`config.mk`:
```
export PLATFORM = sky130hd
export DESIGN_NAME = flow_queue_bank_flat
export DESIGN_NICKNAME = d
export VERILOG_FILES = /design/src/rtl/flow_queue_bank_pkg.sv /design/src/rtl/flow_queue_bank_if.sv /design/src/rtl/flow_queue_bank_fifo.sv /design/src/rtl/flow_queue_bank.sv /design/src/flat_wrapper.sv
export SDC_FILE = /design/constraint.sdc
export NUM_CORES = 1
export LEC_CHECK = 0
export CAP_MARGIN = 30
export CORE_MARGIN = 4
export CORE_UTILIZATION = 50
export DETAILED_ROUTE_END_ITERATION = 12
export PLACE_DENSITY = 0.71
export SYNTH_ARGS = -nofsm -noshare
export SYNTH_HDL_FRONTEND = slang
export SYNTH_SLANG_ARGS = --single-unit
```
`constraint.sdc`:
```
create_clock -name clk -period 2.7 [get_ports clk]
set_clock_uncertainty 0.1 [all_clocks]
set_input_delay 0.54 -clock clk [delete_from_list [all_inputs] [get_ports clk]]
set_output_delay 0.54 -clock clk [all_outputs]
set_load 0.1 [all_outputs]
```
`src/rtl/flow_queue_bank_pkg.sv`:
```
// Shared defaults and helpers for the per-flow queue bank ahead of the DWRR arbiter.
package qbank_pkg;
  localparam int NUM_REQS_D = 4;
  localparam int DWID_D     = 8;
  localparam int DEPTH_D    = 4;
  localparam int PTRW_D     = $clog2(DEPTH_D);
  localparam int CNT_W_D    = PTRW_D + 1;
  localparam int CNTWID_D   = $clog2(NUM_REQS_D);
  localparam int VEC_MAX    = 32;

  // True when at most one bit is set; callers zero-extend narrower vectors.
  function automatic logic onehot0(input logic [VEC_MAX-1:0] vec);
    return (vec & (vec - VEC_MAX'(1))) == '0;
  endfunction
endpackage

```
`src/rtl/flow_queue_bank_if.sv`:
```
// Ingress, arbiter and egress bundle for flow_queue_bank.
interface flow_queue_bank_if import qbank_pkg::*; #(
  parameter int NUM_REQS = NUM_REQS_D,
  parameter int DWID     = DWID_D,
  parameter int CNTWID   = CNTWID_D
);
  logic                in_valid;
  logic [CNTWID-1:0]   in_flow;
  logic [DWID-1:0]     in_data;
  logic                in_ready;
  logic [NUM_REQS-1:0] reqs;
  logic [NUM_REQS-1:0] gnt;
  logic                out_valid;
  logic [CNTWID-1:0]   out_flow;
  logic [DWID-1:0]     out_data;
  logic                gnt_err;

  modport slave  (input  in_valid, in_flow, in_data, gnt,
                  output in_ready, reqs, out_valid, out_flow, out_data, gnt_err);
  modport master (output in_valid, in_flow, in_data, gnt,
                  input  in_ready, reqs, out_valid, out_flow, out_data, gnt_err);
endinterface

```
`src/rtl/flow_queue_bank_fifo.sv`:
```
// One circular FIFO per flow; storage is not reset, only pointers and count.
module flow_fifo #(
  parameter int DWID  = 8,
  parameter int DEPTH = 4,
  parameter int PTRW  = $clog2(DEPTH)
)(
  input  logic            clk,
  input  logic            rst,
  input  logic            push,
  input  logic            pop,
  input  logic [DWID-1:0] din,
  output logic [DWID-1:0] dout,
  output logic            empty,
  output logic            full
);
  logic [DWID-1:0] mem [DEPTH];
  logic [PTRW-1:0] wr_ptr, rd_ptr;
  logic [PTRW:0]   count;
  logic            do_push, do_pop;

  assign empty   = (count == '0);
  assign full    = (count == (PTRW+1)'(DEPTH));
  assign do_push = push & ~full;
  assign do_pop  = pop & ~empty;
  assign dout    = mem[rd_ptr];

  always_ff @(posedge clk)
    if (do_push) mem[wr_ptr] <= din;

  always_ff @(posedge clk or negedge rst) begin
    if (!rst) begin
      wr_ptr <= '0;
      rd_ptr <= '0;
      count  <= '0;
    end else begin
      if (do_push) wr_ptr <= wr_ptr + PTRW'(1);
      if (do_pop)  rd_ptr <= rd_ptr + PTRW'(1);
      case ({do_push, do_pop})
        2'b10:   count <= count + (PTRW+1)'(1);
        2'b01:   count <= count - (PTRW+1)'(1);
        default: count <= count;
      endcase
    end
  end
endmodule

```
`src/rtl/flow_queue_bank.sv`:
```
// Per-flow packet buffering in front of the DWRR arbiter: push by in_flow, pop by one-hot gnt.
module flow_queue_bank import qbank_pkg::*; #(
  parameter int NUM_REQS = NUM_REQS_D,
  parameter int DWID     = DWID_D,
  parameter int DEPTH    = DEPTH_D,
  parameter int PTRW     = $clog2(DEPTH),
  parameter int CNTWID   = $clog2(NUM_REQS)
)(
  input  logic               clk,
  input  logic               rst,
  flow_queue_bank_if.slave   bus
);
  logic [NUM_REQS-1:0]           push, pop, empty, full;
  logic [NUM_REQS-1:0][DWID-1:0] dout;
  logic                          gnt_bad;
  logic [CNTWID-1:0]             pop_idx;
  logic [DWID-1:0]               pop_data;
  logic                          out_valid_q, gnt_err_q;
  logic [CNTWID-1:0]             out_flow_q;
  logic [DWID-1:0]               out_data_q;

  assign bus.in_ready = ~full[bus.in_flow];
  assign bus.reqs     = ~empty;

  // A malformed grant pops nothing at all, even if one of its bits is legal.
  assign gnt_bad = !onehot0(VEC_MAX'(bus.gnt)) || (|(bus.gnt & empty));
  assign pop     = gnt_bad ? '0 : bus.gnt;

  always_comb begin
    pop_idx  = '0;
    pop_data = '0;
    for (int i = 0; i < NUM_REQS; i++)
      if (pop[i]) begin
        pop_idx  = CNTWID'(i);
        pop_data = dout[i];
      end
  end

  for (genvar gi = 0; gi < NUM_REQS; gi++) begin : g_q
    assign push[gi] = bus.in_valid & bus.in_ready & (bus.in_flow == CNTWID'(gi));
    flow_fifo #(.DWID(DWID), .DEPTH(DEPTH), .PTRW(PTRW)) u_fifo (
      .clk   (clk),
      .rst   (rst),
      .push  (push[gi]),
      .pop   (pop[gi]),
      .din   (bus.in_data),
      .dout  (dout[gi]),
      .empty (empty[gi]),
      .full  (full[gi])
    );
  end

  always_ff @(posedge clk or negedge rst) begin
    if (!rst) begin
      out_valid_q <= 1'b0;
      out_flow_q  <= '0;
      out_data_q  <= '0;
      gnt_err_q   <= 1'b0;
    end else begin
      out_valid_q <= |pop;
      if (|pop) begin
        out_flow_q <= pop_idx;
        out_data_q <= pop_data;
      end
      gnt_err_q <= gnt_err_q | gnt_bad;
    end
  end

  assign bus.out_valid = out_valid_q;
  assign bus.out_flow  = out_flow_q;
  assign bus.out_data  = out_data_q;
  assign bus.gnt_err   = gnt_err_q;
endmodule

```
`src/flat_wrapper.sv`:
```
// flat-port wrapper written by rule: the top's interface ports become plain ports
module flow_queue_bank_flat import qbank_pkg::*;
#(
  parameter int NUM_REQS = NUM_REQS_D,
  parameter int DWID     = DWID_D,
  parameter int DEPTH    = DEPTH_D,
  parameter int PTRW     = $clog2(DEPTH),
  parameter int CNTWID   = $clog2(NUM_REQS)
)
  (clk, rst, bus_in_valid, bus_in_flow, bus_in_data, bus_gnt, bus_in_ready, bus_reqs, bus_out_valid, bus_out_flow, bus_out_data, bus_gnt_err);
  flow_queue_bank_if #(.NUM_REQS(NUM_REQS), .DWID(DWID), .CNTWID(CNTWID)) bus_i ();
  input  logic clk;
  input  logic rst;
  input wire logic [$bits(bus_i.in_valid)-1:0] bus_in_valid;
  input wire logic [$bits(bus_i.in_flow)-1:0] bus_in_flow;
  input wire logic [$bits(bus_i.in_data)-1:0] bus_in_data;
  input wire logic [$bits(bus_i.gnt)-1:0] bus_gnt;
  output wire logic [$bits(bus_i.in_ready)-1:0] bus_in_ready;
  output wire logic [$bits(bus_i.reqs)-1:0] bus_reqs;
  output wire logic [$bits(bus_i.out_valid)-1:0] bus_out_valid;
  output wire logic [$bits(bus_i.out_flow)-1:0] bus_out_flow;
  output wire logic [$bits(bus_i.out_data)-1:0] bus_out_data;
  output wire logic [$bits(bus_i.gnt_err)-1:0] bus_gnt_err;
  assign bus_i.in_valid = bus_in_valid;
  assign bus_i.in_flow = bus_in_flow;
  assign bus_i.in_data = bus_in_data;
  assign bus_i.gnt = bus_gnt;
  assign bus_in_ready = bus_i.in_ready;
  assign bus_reqs = bus_i.reqs;
  assign bus_out_valid = bus_i.out_valid;
  assign bus_out_flow = bus_i.out_flow;
  assign bus_out_data = bus_i.out_data;
  assign bus_gnt_err = bus_i.gnt_err;
  flow_queue_bank #(.NUM_REQS(NUM_REQS), .DWID(DWID), .DEPTH(DEPTH), .PTRW(PTRW), .CNTWID(CNTWID)) u_core (.clk(clk), .rst(rst), .bus(bus_i));
endmodule
```
==> results.md, run 1 <==
- Outcome: completed
- Gr usage total: 19.1%
- Largest family of logic cells by synthesized area: multiplexers
- H-tree lvl count: 4
- Final slew viol count: 0
- Synth top cells by count: 128 x edfxtp_1, 40 x dfrtp_1, 34 x mux2i_1, 27 x inv_1, 20 x ha_1
- Filler cells: 1009
- Final period utilization: 94.9%
- Die Wd: 128 µm
- Via Count: 3907
- Clock sink total: 168
- M1 GR Usage: 27.0%
- Pre-CTS setup slack: -0.694 ns
- PD cells: 1040 mW/mm²
- Simple-Gate Fraction of Synth Area: 7.95%
- GR met3 Demand/Resource: 4.29%
- Layout cell share with drive strength beyond 1: 25.9%
- Data required, critical path: 2.94 ns
- Clk root buf: clkbuf_16
- Clock Path Buffers: 2
- Register area: 0.00484 mm²
- Vias/cell: 5.42
- CTS tree: built
- Antenna cell count: 0
- Total gr overflow: 0
- Max Freq: 390 MHz
- Netlist cell types: 46
- Rows: 43
- Chip height: 128 µm
- Synth Flop Type: edfxtp_1
- Compound-gate portion of the synthesized area: 3.60%
- Synth Area in XOR/XNOR: 3.35%
- Actual slew at the worst max-slew pin: 0.753 ns
- Port Buffers: 33
- Pwr Total: 8.98 mW
- Multi-input gate area: 0.00219 mm²
- GP Congestion: 0.829
- Core ar.: 0.0139 mm²
- Max-Cap Viols: 0
- Vias in the first global route: 4094
- Met2 Use GR: 29.9%
- Drt first pass iters: 5
- Initial DRC count: 310
- Top-count cell post-synth: edfxtp_1
- Post-synth top area share: 53.7%
- Post-DP Area: 0.00800 mm²
- Post-DRT Antenna Nets: 0
- Yosys reg bits: 168
- Post-synth EDFFs: 128
- Mux cell area share after synthesis: 10.1%
- Worst setup SP type: input pin
- Initial antenna violation count: 0
- Peak supply drop: 0.000487 V
- TNS Setup: 0 ns
- Post-Syn Instances: 449
- Hold slack final: 0.381 ns
- Slew margin rel.: 49.6%
- CTS clk-pin slew, worst paths: 0.06 ns
- RSZ-0062 raised after global routing: no
- Pin count of the biggest net entering global routing: 22
- Final setup viols: 0
- Gr busiest metal: met2
- Worst Setup Path Type: input pin to flip-flop
- Net count, final: 569
- Design Area, Final: 0.00864 mm²
- Register area share after synthesis: 67.6%
- Initial Util: 51.4%
- Synth area leader: edfxtp_1
- Final worst slack: 0.138 ns
- First-pass GRT wire length: 23000 µm
- Synth area leaders: edfxtp_1 54%, dfrtp_1 14%, mux4_2 5.3%
- Die area: 0.0163 mm²
- CP Max Fanout: 4
- Ports: 34
- Final wirelength: 14300 µm
- Total CTS buffers: 17
- # DRC: 0
- WP data arrival: 2.80 ns
- Avg Inst Size Synth: 16.0 µm²
- Wire per inst: 19.8 µm
- HP Class: flip-flop to flip-flop
- Final Hold Violating Endpoints: 0
- Leakage: 3.25 nW
- Critical path capture point type: flip-flop
- Clock latency on the worst-skew pair: 0.42 ns
- Fraction of registers with async set/reset: 23.8%
- Minimum clock period: 2.56 ns
- Synth warn: 0
- Adder-cell share of the synthesized area: 4.61%
- Syn Std Cell Area: 0.00716 mm²
- Area Growth Syn to Fin: 20.6%
- Syn nets: 490
- Hpwl dp: 9880 µm
-- cell usage in the layout (no fill, tap or decap), types with 4 or more instances in the layout --
cell type / count
xnor2_1: 9
nand2_1: 17
o21ai_0: 8
clkdlybuf4s50_1: 12
ha_1: 17
mux2i_1: 34
nor3_1: 8
mux4_2: 17
nand3_1: 4
xor2_1: 11
dfrtp_1: 40
a31oi_1: 6
or3_1: 6
buf_12: 4
and2_1: 16
inv_1: 26
o22ai_1: 16
edfxtp_1: 128
xor2_2: 4
nor2_4: 4
clkinvlp_4: 4
nor2_1: 18
clkbuf_16: 17
clkbuf_1: 4
buf_4: 57
-- power by group --
| part | switching [mW] | internal (mW) | total [mW] | leakage (nW) |
|---|---|---|---|---|
| Clock | 0.953 | 1.49 | 2.44 | 0.277 |
| Sequential | 0.392 | 3.19 | 3.59 | 1.63 |
| Combinational | 1.84 | 1.12 | 2.96 | 1.35 |
| Total | 3.19 | 5.80 | 8.98 | 3.25 |
-- stage by stage --
step	util [%]	cells
3_3_place_gp	57.4	686
6_report	62.0	721
3_5_place_dp	57.4	686
2_1_floorplan	-	449
5_1_grt	62.0	721
4_1_cts	62.0	721
-- worst max-delay path, stage by stage --
cell and delay [ns]:
dlygate4sd2_1 0.25, or2_4 0.26, o31a_4 0.28, or3_4 0.38, nor2_4 0.13, ha_4 0.15
inv_2 0.04, fa_2 0.37, xor2_1 0.14, nor2_1 0.11, xor2_1 0.16
-- per-layer routing --
metal	wire (µm)	vias to the layer above
met5	0	-
met4	211	0
met3	794	15
met2	6830	101
met1	6430	1970
li1	-	1821
-- path summary, 6_finish.rpt --
| path | start | to | slack (ns) | cells past startpoint |
|---|---|---|---|---|
| setup / recovery | bus_gnt[0] | u_core.g_q[2].u_fifo.count[2] | 0.14 | 11 |
| hold / removal | u_core.bus.gnt_err | u_core.bus.gnt_err | 0.38 | 1 |
| setup reg to reg | u_core.g_q[3].u_fifo.count[2] | u_core.g_q[2].u_fifo.count[2] | 0.20 | 10 |
| hold reg to reg | u_core.bus.gnt_err | u_core.bus.gnt_err | 0.38 | 1 |
| max in group asynchronous | rst | u_core.bus.out_data[0] | 1.45 | 3 |
| min in group asynchronous | rst | u_core.g_q[2].u_fifo.count[0] | 0.44 | 2 |
-- sequential cells by signal (all words and copies together) (netlist names) --
register / cells
u_core.g_q.u_fifo.wr_ptr: 8
u_core.g_q.u_fifo.count: 12
u_core.bus.gnt_err: 1
u_core.g_q.u_fifo.mem: 128
u_core.bus.out_valid: 1
u_core.bus.out_flow: 2
u_core.bus.out_data: 8
u_core.g_q.u_fifo.rd_ptr: 8
-- area by class of cell --
| cell class | instances | share of cell area, % |
|---|---|---|
| flip-flops and latches | 168 | 56.1 |
| multi-input cells | 235 | 25.4 |
| well taps | 180 | 2.61 |
| clock buffers | 22 | 5.26 |
| inverters | 28 | 1.22 |
| clock inverters | 10 | 1.69 |
| repair buffers | 78 | 7.75 |
-- kinds of logic (layout without fill, tap and decap cells) --
family          after synthesis  count (layout)
xor+xnor                     24              24
buf+inv                      46             138
compound gates               39              39
fa+ha+maj                    24              24
flops                       168             168
simple gates                 97              97
mux                          51              51
-- repair_timing --
item	4_1_cts	5_1_grt
endpoints found under the setup margin	4	0
setup buffers	2	0
resized for setup	7	0
hold buffers	1	0
endpoints found under the hold margin	10	0
Power figures use the tool's default switching activity.
==> inputs of run 2 (changes only) <==
--- a/config.mk
+++ b/config.mk
@@ -9,6 +9,7 @@
 export CORE_MARGIN = 4
 export CORE_UTILIZATION = 50
 export DETAILED_ROUTE_END_ITERATION = 12
+export HOLD_SLACK_MARGIN = 0.08
 export PLACE_DENSITY = 0.71
 export SYNTH_ARGS = -nofsm -noshare
 export SYNTH_HDL_FRONTEND = slang
==> constraint.sdc (replaced) <==
create_clock -name clk -period 2.1 [get_ports clk]
set_clock_uncertainty 0.1 [all_clocks]
set_input_delay 0.42 -clock clk [delete_from_list [all_inputs] [get_ports clk]]
set_output_delay 0.42 -clock clk [all_outputs]
set_load 0.1 [all_outputs]
==> results.md, run 2 (same netlist as run 1, synthesis figures left out) <==
- Clock sink total: 168 (unchanged)
- Die area: 0.0163 mm² (unchanged)
- Initial DRC count: 358 (+15%)
- Critical path capture point type: flip-flop
- Net count, final: 620 (+9.0%)
- Initial antenna violation count: 0 (unchanged)
- CP Max Fanout: 3 (-1)
- Rows: 43 (unchanged)
- Switching power: 4.45 mW (+39%)
- Wire per inst: 20.6 µm (+3.8%)
- Ports: 34 (unchanged)
- Port Buffers: 33 (unchanged)
- Crit path max-delay family: simple AND/OR/NAND/NOR gates
- CTS clk-pin slew, worst paths: 0.06 ns (about the same)
- Pwr Total: 12.2 mW (+36%)
- Area Growth Syn to Fin: 29.8%
- Outcome: complete, but fails checks
- Final worst slack: -0.294 ns (-0.432 ns)
- H-tree lvl count: 4 (unchanged)
- Fin util: 66.8% (+4.7 points)
- Max Freq: 418 MHz
- Actual slew at the worst max-slew pin: 0.723 ns (-0.0299 ns)
- HP Class: flip-flop to flip-flop
- Drt first pass iters: 5 (unchanged)
- Final setup viols: 8 (+8)
- Vias in the first global route: 4441 (+8.5%)
- Minimum clock period: 2.39 ns
- Hpwl dp: 10800 µm (+9.8%)
- Total CTS buffers: 17 (unchanged)
- Post-DRT Antenna Nets: 0 (unchanged)
- Die Wd: 128 µm (unchanged)
- Biggest registers after layout: u_core.g_q.u_fifo.mem: 128 flops, u_core.g_q.u_fifo.count: 12 flops
- GP Congestion: 0.861 (+3.8%)
- Pin count of the biggest net entering global routing: 23 (+4.5%)
- Crit path buf inv count: 1 (-1)
- Chip height: 128 µm (unchanged)
- Final wirelength: 15900 µm (+11%)
- Final Hold Violating Endpoints: 0 (unchanged)
- Critical-path cell list: nor3_4 -> o31a_4 -> or3_4 -> nor2_4 -> ha_4 -> inv_2 -> fa_2 -> xor2_1 -> nor2_1 -> xor2_1
- Vias/cell: 5.47 (+0.92%)
- Clock share of power: 23.9% (-3.2 points)
- Failing checks: negative setup slack
- Most common cell on crit path: xor2_1
- Clk root buf: clkbuf_16
- Clock Path Buffers: 2 (unchanged)
- Max-Cap Viols: 0 (unchanged)
- Total gr overflow: 0 (unchanged)
- Final period utilization: 114%
- Via Count: 4222 (+8.1%)
- First-pass GRT wire length: 24900 µm (+8.0%)
- Worst path slowest cell: dfrtp_1
- WP data arrival: 2.64 ns (-0.16 ns)
- Core ar.: 0.0139 mm² (unchanged)
- Layout cell share with drive strength beyond 1: 35.8% (+9.9 points)
- Hold slack final: 0.369 ns (-0.0121 ns)
- CTS tree: built
- Leakage: 3.57 nW (+9.8%)
- Clock latency on the worst-skew pair: 0.43 ns (about the same)
- Leading cell type in the layout, fill and taps excluded: edfxtp_1
- Antenna cell count: 0 (unchanged)
- Switching share of power: 36.3% (+0.85 points)
- Worst setup SP type: flip-flop
- Part of the power in registers: 37.4% (-2.5 points)
- Gr usage total: 20.9% (+1.9 points)
- Peak supply drop: 0.000982 V (+100%)
- RSZ-0062 raised after global routing: yes
- Biggest register: u_core.g_q.u_fifo.mem
- # DRC: 0 (unchanged)
- Slew margin rel.: 51.6% (+2.0 points)
- Part of the power in combinational logic: 38.7% (+5.7 points)
- Data required, critical path: 2.35 ns (-0.59 ns)
- Pre-CTS setup slack: -1.19 ns (-0.500 ns)
- Filler cells: 915 (-9.3%)
- PD cells: 1320 mW/mm² (+27%)
- Final slew viol count: 0 (unchanged)
- Most frequent cells in the layout: 128 x edfxtp_1, 85 x buf_4, 39 x dfrtp_1
- Initial Util: 51.4% (unchanged)
- Worst Setup Path Type: flip-flop to flip-flop
- Critical Path Max Stage Delay: 0.40 ns (+0.02 ns)
- Pint: 7.79 mW (+34%)
- Max reg flops: 128 (unchanged)
==> run 2: cell count changes in the layout (fill, tap and decap cells not counted), moves of 3 or more <==
cell,before,now
buf_4,57,85
buf_12,4,21
buf_6,0,6
inv_1,26,20
inv_2,2,7
fa_1,3,0
fa_2,1,4
==> run 2: worst paths after layout <==
check,start,to,slack (ns),cells after the start
hold / removal,u_core.bus.gnt_err,u_core.bus.gnt_err,0.37,1
max in group asynchronous,rst,u_core.g_q[0].u_fifo.rd_ptr[0],0.95,3
hold reg to reg,u_core.bus.gnt_err,u_core.bus.gnt_err,0.37,1
setup reg to reg,u_core.g_q[3].u_fifo.count[2],u_core.g_q[2].u_fifo.count[2],-0.29,10
setup / recovery,u_core.g_q[3].u_fifo.count[2],u_core.g_q[2].u_fifo.count[2],-0.29,10
min in group asynchronous,rst,u_core.g_q[2].u_fifo.rd_ptr[1],0.41,2
==> run 2: metrics by stage <==
| stage | instances | cell area (µm²) | setup TNS (ns) |
|---|---|---|---|
| CTS | 768 | 9270 | -1.69 |
| global route | 772 | 9300 | -2.26 |
| floorplan | 449 | 7250 | -3.31 |
| finish | 772 | 9300 | -1.58 |
| detailed placement | 726 | 8550 | -27.14 |
| global placement | 726 | 8550 | -21.98 |
==> run 2: repair_timing <==
item | 4_1_cts | 5_1_grt
gates resized for setup | 40 | 5
hold buffers | 1 | 0
pin swaps | 23 | 21
endpoints found under the hold margin | 18 | 0
endpoints found under the setup margin | 25 | 17
buffers inserted | 9 | 7
==> run 2: routing by layer <==
| metal | part of all wire, % | up-vias | wire length (µm) | GRT usage (%) |
|---|---|---|---|---|
| met3 | 5.1 | 27 | 809 | 4.21 |
| li1 | - | 1916 | - | - |
| met4 | 3.1 | 0 | 489 | 9.74 |
| met5 | 0 | - | 0 | 0 |
| met1 | 40 | 2146 | 6410 | 26.1 |
| met2 | 51 | 133 | 8150 | 35.5 |
==> run 2: cell type report <==
| class | instances | area [µm²] | area share, % |
|---|---|---|---|
| flip-flops and latches | 168 | 4850 | 52.1 |
| clock inverters | 13 | 119 | 1.28 |
| multi-input cells | 235 | 2290 | 24.6 |
| repair buffers | 129 | 1280 | 13.7 |
| clock buffers | 19 | 433 | 4.65 |
| well taps | 180 | 225 | 2.42 |
| inverters | 28 | 108 | 1.16 |
==> run 2: power groups by stage <==
stage / clock (mW) / combinational [mW] / sequential, mW
after floorplan: 0 / 2.33 / 5.15
after global placement: 0 / 4.39 / 4.58
after detailed placement: 0 / 4.51 / 4.62
after CTS: 2.95 / 4.73 / 4.58
after global routing: 3.11 / 5.06 / 4.65
final: 2.92 / 4.74 / 4.57
